[config.mk]
export PLATFORM = sky130hd
export DESIGN_NAME = spi_arbiter
export DESIGN_NICKNAME = d
export VERILOG_FILES = /design/src/rtl/spi_pkg.sv /design/src/rtl/spi_rr_picker.sv /design/src/rtl/spi_arbiter.sv
export SDC_FILE = /design/constraint.sdc
export NUM_CORES = 1
export LEC_CHECK = 0
export ABC_AREA = 1
export CAP_MARGIN = 5
export CORE_MARGIN = 2
export CORE_UTILIZATION = 43
export DETAILED_ROUTE_END_ITERATION = 8
export PLACE_DENSITY = 0.84
export SYNTH_ARGS = -nofsm -noshare
export SYNTH_HDL_FRONTEND = slang
export SYNTH_HIERARCHICAL = 1
export SYNTH_SLANG_ARGS = --single-unit
export TNS_END_PERCENT = 50
[constraint.sdc]
create_clock -name clk -period 2.05 [get_ports clk]
set_input_delay 0.3075 -clock clk [delete_from_list [all_inputs] [get_ports clk]]
set_output_delay 0.3075 -clock clk [all_outputs]
set_load 0.01 [all_outputs]
[src/rtl/spi_pkg.sv]
// Shared types and constants for the SPI master arbiter.
package spi_pkg;

    typedef enum logic [1:0] {
        IDLE,
        START,
        WAIT_BUSY,
        WAIT_DONE
    } arb_state_e;

    localparam int TIMEOUT_CYCLES_DEF = 4096;

    // Index width that never collapses to zero bits for a single entry.
    function automatic int idx_w(input int n);
        return (n > 1) ? $clog2(n) : 1;
    endfunction

endpackage

[src/rtl/spi_rr_picker.sv]
// Round-robin winner selection: first set req at or above ptr, else wrap to the lowest set req.
module spi_rr_picker
    import spi_pkg::*;
#(
    parameter int NUM_REQ = 4,
    localparam int IW = idx_w(NUM_REQ)
) (
    input  logic [NUM_REQ-1:0] req,
    input  logic [IW-1:0]      ptr,
    output logic [NUM_REQ-1:0] win_oh,
    output logic [IW-1:0]      win_idx,
    output logic               win_any
);

    logic [NUM_REQ-1:0] hi_req;
    logic [NUM_REQ-1:0] pool;

    always_comb begin
        hi_req  = req & ({NUM_REQ{1'b1}} << ptr);
        pool    = (|hi_req) ? hi_req : req;
        win_oh  = pool & (~pool + 1'b1);
        win_any = |req;
        win_idx = '0;
        for (int i = 0; i < NUM_REQ; i++)
            if (win_oh[i]) win_idx = IW'(i);
    end

endmodule

[src/rtl/spi_arbiter.sv]
// Round-robin arbiter sharing one SPI master among NUM_REQ requesters.
// Optional watchdog on the master handshake: define SPI_ARB_TIMEOUT_EN.
module spi_arbiter
    import spi_pkg::*;
#(
    parameter int NUM_REQ        = 4,
    parameter int NUM_CS         = 1,
    parameter int DATA_WIDTH     = 8,
    parameter int TIMEOUT_CYCLES = TIMEOUT_CYCLES_DEF,
    localparam int SW = idx_w(NUM_CS)
) (
    input  logic                          clk,
    input  logic                          rst_n,
    input  logic [NUM_REQ-1:0]            req,
    input  logic [NUM_REQ*DATA_WIDTH-1:0] req_tx_data,
    input  logic [NUM_REQ*SW-1:0]         req_slave_id,
    output logic [NUM_REQ-1:0]            gnt,
    output logic [NUM_REQ-1:0]            done,
    output logic [DATA_WIDTH-1:0]         rx_data,
    output logic                          m_start,
    output logic [DATA_WIDTH-1:0]         m_tx_data,
    output logic [SW-1:0]                 m_slave_id,
    input  logic                          m_ready,
    input  logic [DATA_WIDTH-1:0]         m_rx_data,
    output logic                          err
);

    localparam int IW = idx_w(NUM_REQ);

    // Packed slices line up with the flat buses, requester i in lane i.
    logic [NUM_REQ-1:0][DATA_WIDTH-1:0] tx_lane;
    logic [NUM_REQ-1:0][SW-1:0]         sid_lane;
    assign tx_lane  = req_tx_data;
    assign sid_lane = req_slave_id;

    arb_state_e         state;
    logic [IW-1:0]      ptr;
    logic [IW-1:0]      owner;
    logic [IW-1:0]      ptr_nxt;
    logic [NUM_REQ-1:0] win_oh;
    logic [IW-1:0]      win_idx;
    logic               win_any;

    spi_rr_picker #(.NUM_REQ(NUM_REQ)) u_picker (
        .req     (req),
        .ptr     (ptr),
        .win_oh  (win_oh),
        .win_idx (win_idx),
        .win_any (win_any)
    );

    assign ptr_nxt = (owner == IW'(NUM_REQ - 1)) ? '0 : owner + 1'b1;

`ifdef SPI_ARB_TIMEOUT_EN
    localparam int TW = $clog2(TIMEOUT_CYCLES + 1);
    logic [TW-1:0] tmo_cnt;
    logic          tmo_hit;
    assign tmo_hit = (tmo_cnt == TW'(TIMEOUT_CYCLES - 1));
`else
    assign err = 1'b0;
`endif

    always_ff @(posedge clk or negedge rst_n) begin
        if (!rst_n) begin
            state      <= IDLE;
            ptr        <= '0;
            owner      <= '0;
            gnt        <= '0;
            done       <= '0;
            rx_data    <= '0;
            m_start    <= 1'b0;
            m_tx_data  <= '0;
            m_slave_id <= '0;
`ifdef SPI_ARB_TIMEOUT_EN
            tmo_cnt    <= '0;
            err        <= 1'b0;
`endif
        end else begin
            done    <= '0;
            m_start <= 1'b0;
`ifdef SPI_ARB_TIMEOUT_EN
            err     <= 1'b0;
`endif
            case (state)
                IDLE: begin
                    if (win_any && m_ready) begin
                        gnt        <= win_oh;
                        owner      <= win_idx;
                        m_tx_data  <= tx_lane[win_idx];
                        m_slave_id <= sid_lane[win_idx];
                        m_start    <= 1'b1;
                        state      <= START;
                    end
                end
                START: begin
`ifdef SPI_ARB_TIMEOUT_EN
                    tmo_cnt <= '0;
`endif
                    state <= WAIT_BUSY;
                end
                WAIT_BUSY: begin
`ifdef SPI_ARB_TIMEOUT_EN
                    tmo_cnt <= tmo_cnt + 1'b1;
                    if (tmo_hit) begin
                        err   <= 1'b1;
                        done  <= gnt;
                        gnt   <= '0;
                        ptr   <= ptr_nxt;
                        state <= IDLE;
                    end else
`endif
                    if (!m_ready)
                        state <= WAIT_DONE;
                end
                WAIT_DONE: begin
`ifdef SPI_ARB_TIMEOUT_EN
                    tmo_cnt <= tmo_cnt + 1'b1;
`endif
                    // A real completion wins over a watchdog hit on the same edge.
                    if (m_ready) begin
                        rx_data <= m_rx_data;
                        done    <= gnt;
                        gnt     <= '0;
                        ptr     <= ptr_nxt;
                        state   <= IDLE;
                    end
`ifdef SPI_ARB_TIMEOUT_EN
                    else if (tmo_hit) begin
                        err   <= 1'b1;
                        done  <= gnt;
                        gnt   <= '0;
                        ptr   <= ptr_nxt;
                        state <= IDLE;
                    end
`endif
                end
                default: state <= IDLE;
            endcase
        end
    end

endmodule

==> out/metrics.cfg <==
[setup_path]
crit_required_ns = 2.26
end_kind = flip-flop
cp-start-kind = input port
cp_max_fo = 10
timing.rr.end = m_tx_data[2]$_DFFE_PN0P_
endpoint = m_tx_data[2]$_DFFE_PN0P_
reg2reg_from = ptr[1]$_DFFE_PN0P_
r2r_setup_slack_ns = 0.37
crit_start = req[1]
worst-setup-path-type = in2reg
reg2reg_depth = 11
crit_arrival_ns = 1.97

[drt]
via_per_inst = 4.721
dr.pass1.iters = 4
drc = 0
wl_per_cell_um = 11.41
drtIter0Drc = 90
via_count = 1841
ant_nets = 0
finalWirelength_um = 4450

[timing]
whs_ns = 0.4301
rsz0062_at_grt = false
fin_setup_tns_ns = 0
fin_crit_sh_pct = 85.55
fin_skew_ns = 0.008611
max_freq_ghz = 0.5702
setup_viol = 0
final-max-slew-violation-count = 0
period_minus_slack_ns = 1.754
hold_viol = 0

[synth]
yosys_warnings = 6
ys_ff_latch = 32
syn_avg_cell_area_um2 = 7.255
synth_cells = 258
synth_top_area_share_pct = 42.78
synth_top_area_cell = dfrtp_1
synth_nets = 315
synthTopCellsByArea = dfrtp_1 (43%), nand2_1 (24%), inv_1 (5.8%)
yosysUniqueCellTypes = 25
ys_seq_area_share_pct = 42.78
syn-cell-area_mm2 = 0.001872

[floorplan]
dieArea_mm2 = 0.004897
fp.dieW_um = 69.98
num_io_pins = 78
num_rows = 23
core-area_mm2 = 0.004086
fp.dieH_um = 69.98
start_util_pct = 45.81

[clock_network]
cts_tree = done
numClockSinks = 32
cts_buffers = 5
cts_hold_buf = 0
clk_latency_ns = 0.28
clk_path_buf_depth = 2
postCtsSetupBuffers = 0
path_clk_slew_ns = 0.07
root_buffer = clkbuf_8
cts_max_level = 2
cts.repair.resized = 0

[min_path]
min_path_type = in2async

[placement]
place_area_mm2 = 0.002688
place_congestion = 0.7787
hpwl_um = 3314
port_buffers = 76

[finish]
post-route-cell-area_mm2 = 0.002784
final_util_pct = 68.13
layout_commonest_cell = nand2_1
drive_gt1_share_pct = 10.88
fill_cells = 352
num_antenna_cells = 0
fin_nets = 397
syn_to_final_growth_pct = 48.73
final_cell_mix = nand2_1 (122), clkdlybuf4s50_1 (76), dfrtp_1 (32)

[global_routing]
grtUsageMet3_pct = 5.628
met1_usage_pct = 20.15
gr-total-overflow = 0
grt_usage_pct = 18.65
grt_pass1_wl_um = 7431
grt_util_met2_pct = 34.29
antenna_found_initial = 0
grt_max_degree = 33
gr-max-usage-layer = met2
grt_pass1_vias = 1763

[power_and_ir_drop]
cellPowerDensity_mw_per_mm2 = 1165
ir_drop_uv = 466.4
leakage_uw = 0.001429

[status]
status = complete, no violations

[job]
drv_cap = 0

-- flip-flops by register name, summed over array words and instances, names as in the netlist --
register and count:
m_start 1, owner 2, done 4, m_tx_data 8
gnt 4, state 2, rx_data 8, m_slave_id 1
ptr 2
-- worst min-delay path by stage --
stage                            from                      to  cells after the start  slack, ns
2_1_floorplan                   rst_n       done[0]$_DFF_PN0_                      0       0.01
3_3_place_gp   rx_data[1]$_DFFE_PN0P_  rx_data[1]$_DFFE_PN0P_                      2       0.46
3_5_place_dp   rx_data[1]$_DFFE_PN0P_  rx_data[1]$_DFFE_PN0P_                      2       0.47
4_1_cts                         rst_n    owner[0]$_DFFE_PN0P_                      2       0.45
5_1_grt                         rst_n  rx_data[4]$_DFFE_PN0P_                      2       0.48
6_report                        rst_n    owner[0]$_DFFE_PN0P_                      2       0.43
-- per-stage QoR --
step                setup WS (ns)  instances  power (µW)
global route               0.1620        390        3495
CTS                        0.3172        390        3272
floorplan                  0.5906        258        2048
finish                     0.2962        390        3242
global placement          0.09541        383        2682
detailed placement        0.02735        383        2736
-- per-layer routing --
| metal | vias up | part of all wire (%) |
|---|---|---|
| met2 | 84 | 49 |
| met4 | 0 | 1.8 |
| met1 | 810 | 42 |
| li1 | 938 | - |
| met5 | - | 0 |
| met3 | 9 | 7.6 |
-- worst max-delay path: stages --
cell and delay, ns:
clkdlybuf4s50_1 0.55, nand2_2 0.10, nand4_1 0.09, nand2_1 0.09
a21oi_1 0.14, buf_4 0.20, buf_4 0.19, nand2_1 0.07
nand2_1 0.06, nand2_1 0.06, nand3_1 0.09
-- power by group --
part           leakage [µW]  internal (µW)  switching (µW)
logic              0.000968            792             879
clock network     0.0000503            299             218
registers          0.000410            883             172
-- cells in the mapped netlist --
master,number
o21ai_1,2
nand2_4,1
nor2_1,11
buf_2,3
nand3_2,1
conb_1,1
nand2_1,122
ha_1,6
clkinv_1,1
nand2_2,9
o31ai_1,1
clkinv_2,1
nand3_4,1
inv_2,2
inv_4,1
nand3_1,20
nor2_4,1
buf_4,2
a21oi_1,1
nand4_1,1
buf_6,2
dfrtp_1,32
a31oi_4,1
o21ai_2,6
inv_1,29
-- cell families (layout without fill, tap and decap cells) --
group	Yosys count	after routing	synth area share (%)
flip-flops	32	32	42.78
AO/OA/AOI/OAI	11	11	5.147
adder cells (fa/ha/maj)	6	6	4.011
AND/OR/NAND/NOR	167	167	38.04
other	1	1	0.2003
buffers and inverters	41	123	9.825
-- final cells by class --
cell class	count	area, µm²	share of cell area [%]
Multi-Input combinational cell	185	887.1	31.87
Inverter	34	131.4	4.719
Clock buffer	7	96.34	3.461
Timing Repair Buffer	82	805.8	28.94
Tap cell	50	62.56	2.247
Sequential cell	32	800.8	28.76
Power figures use the tool's default switching activity.
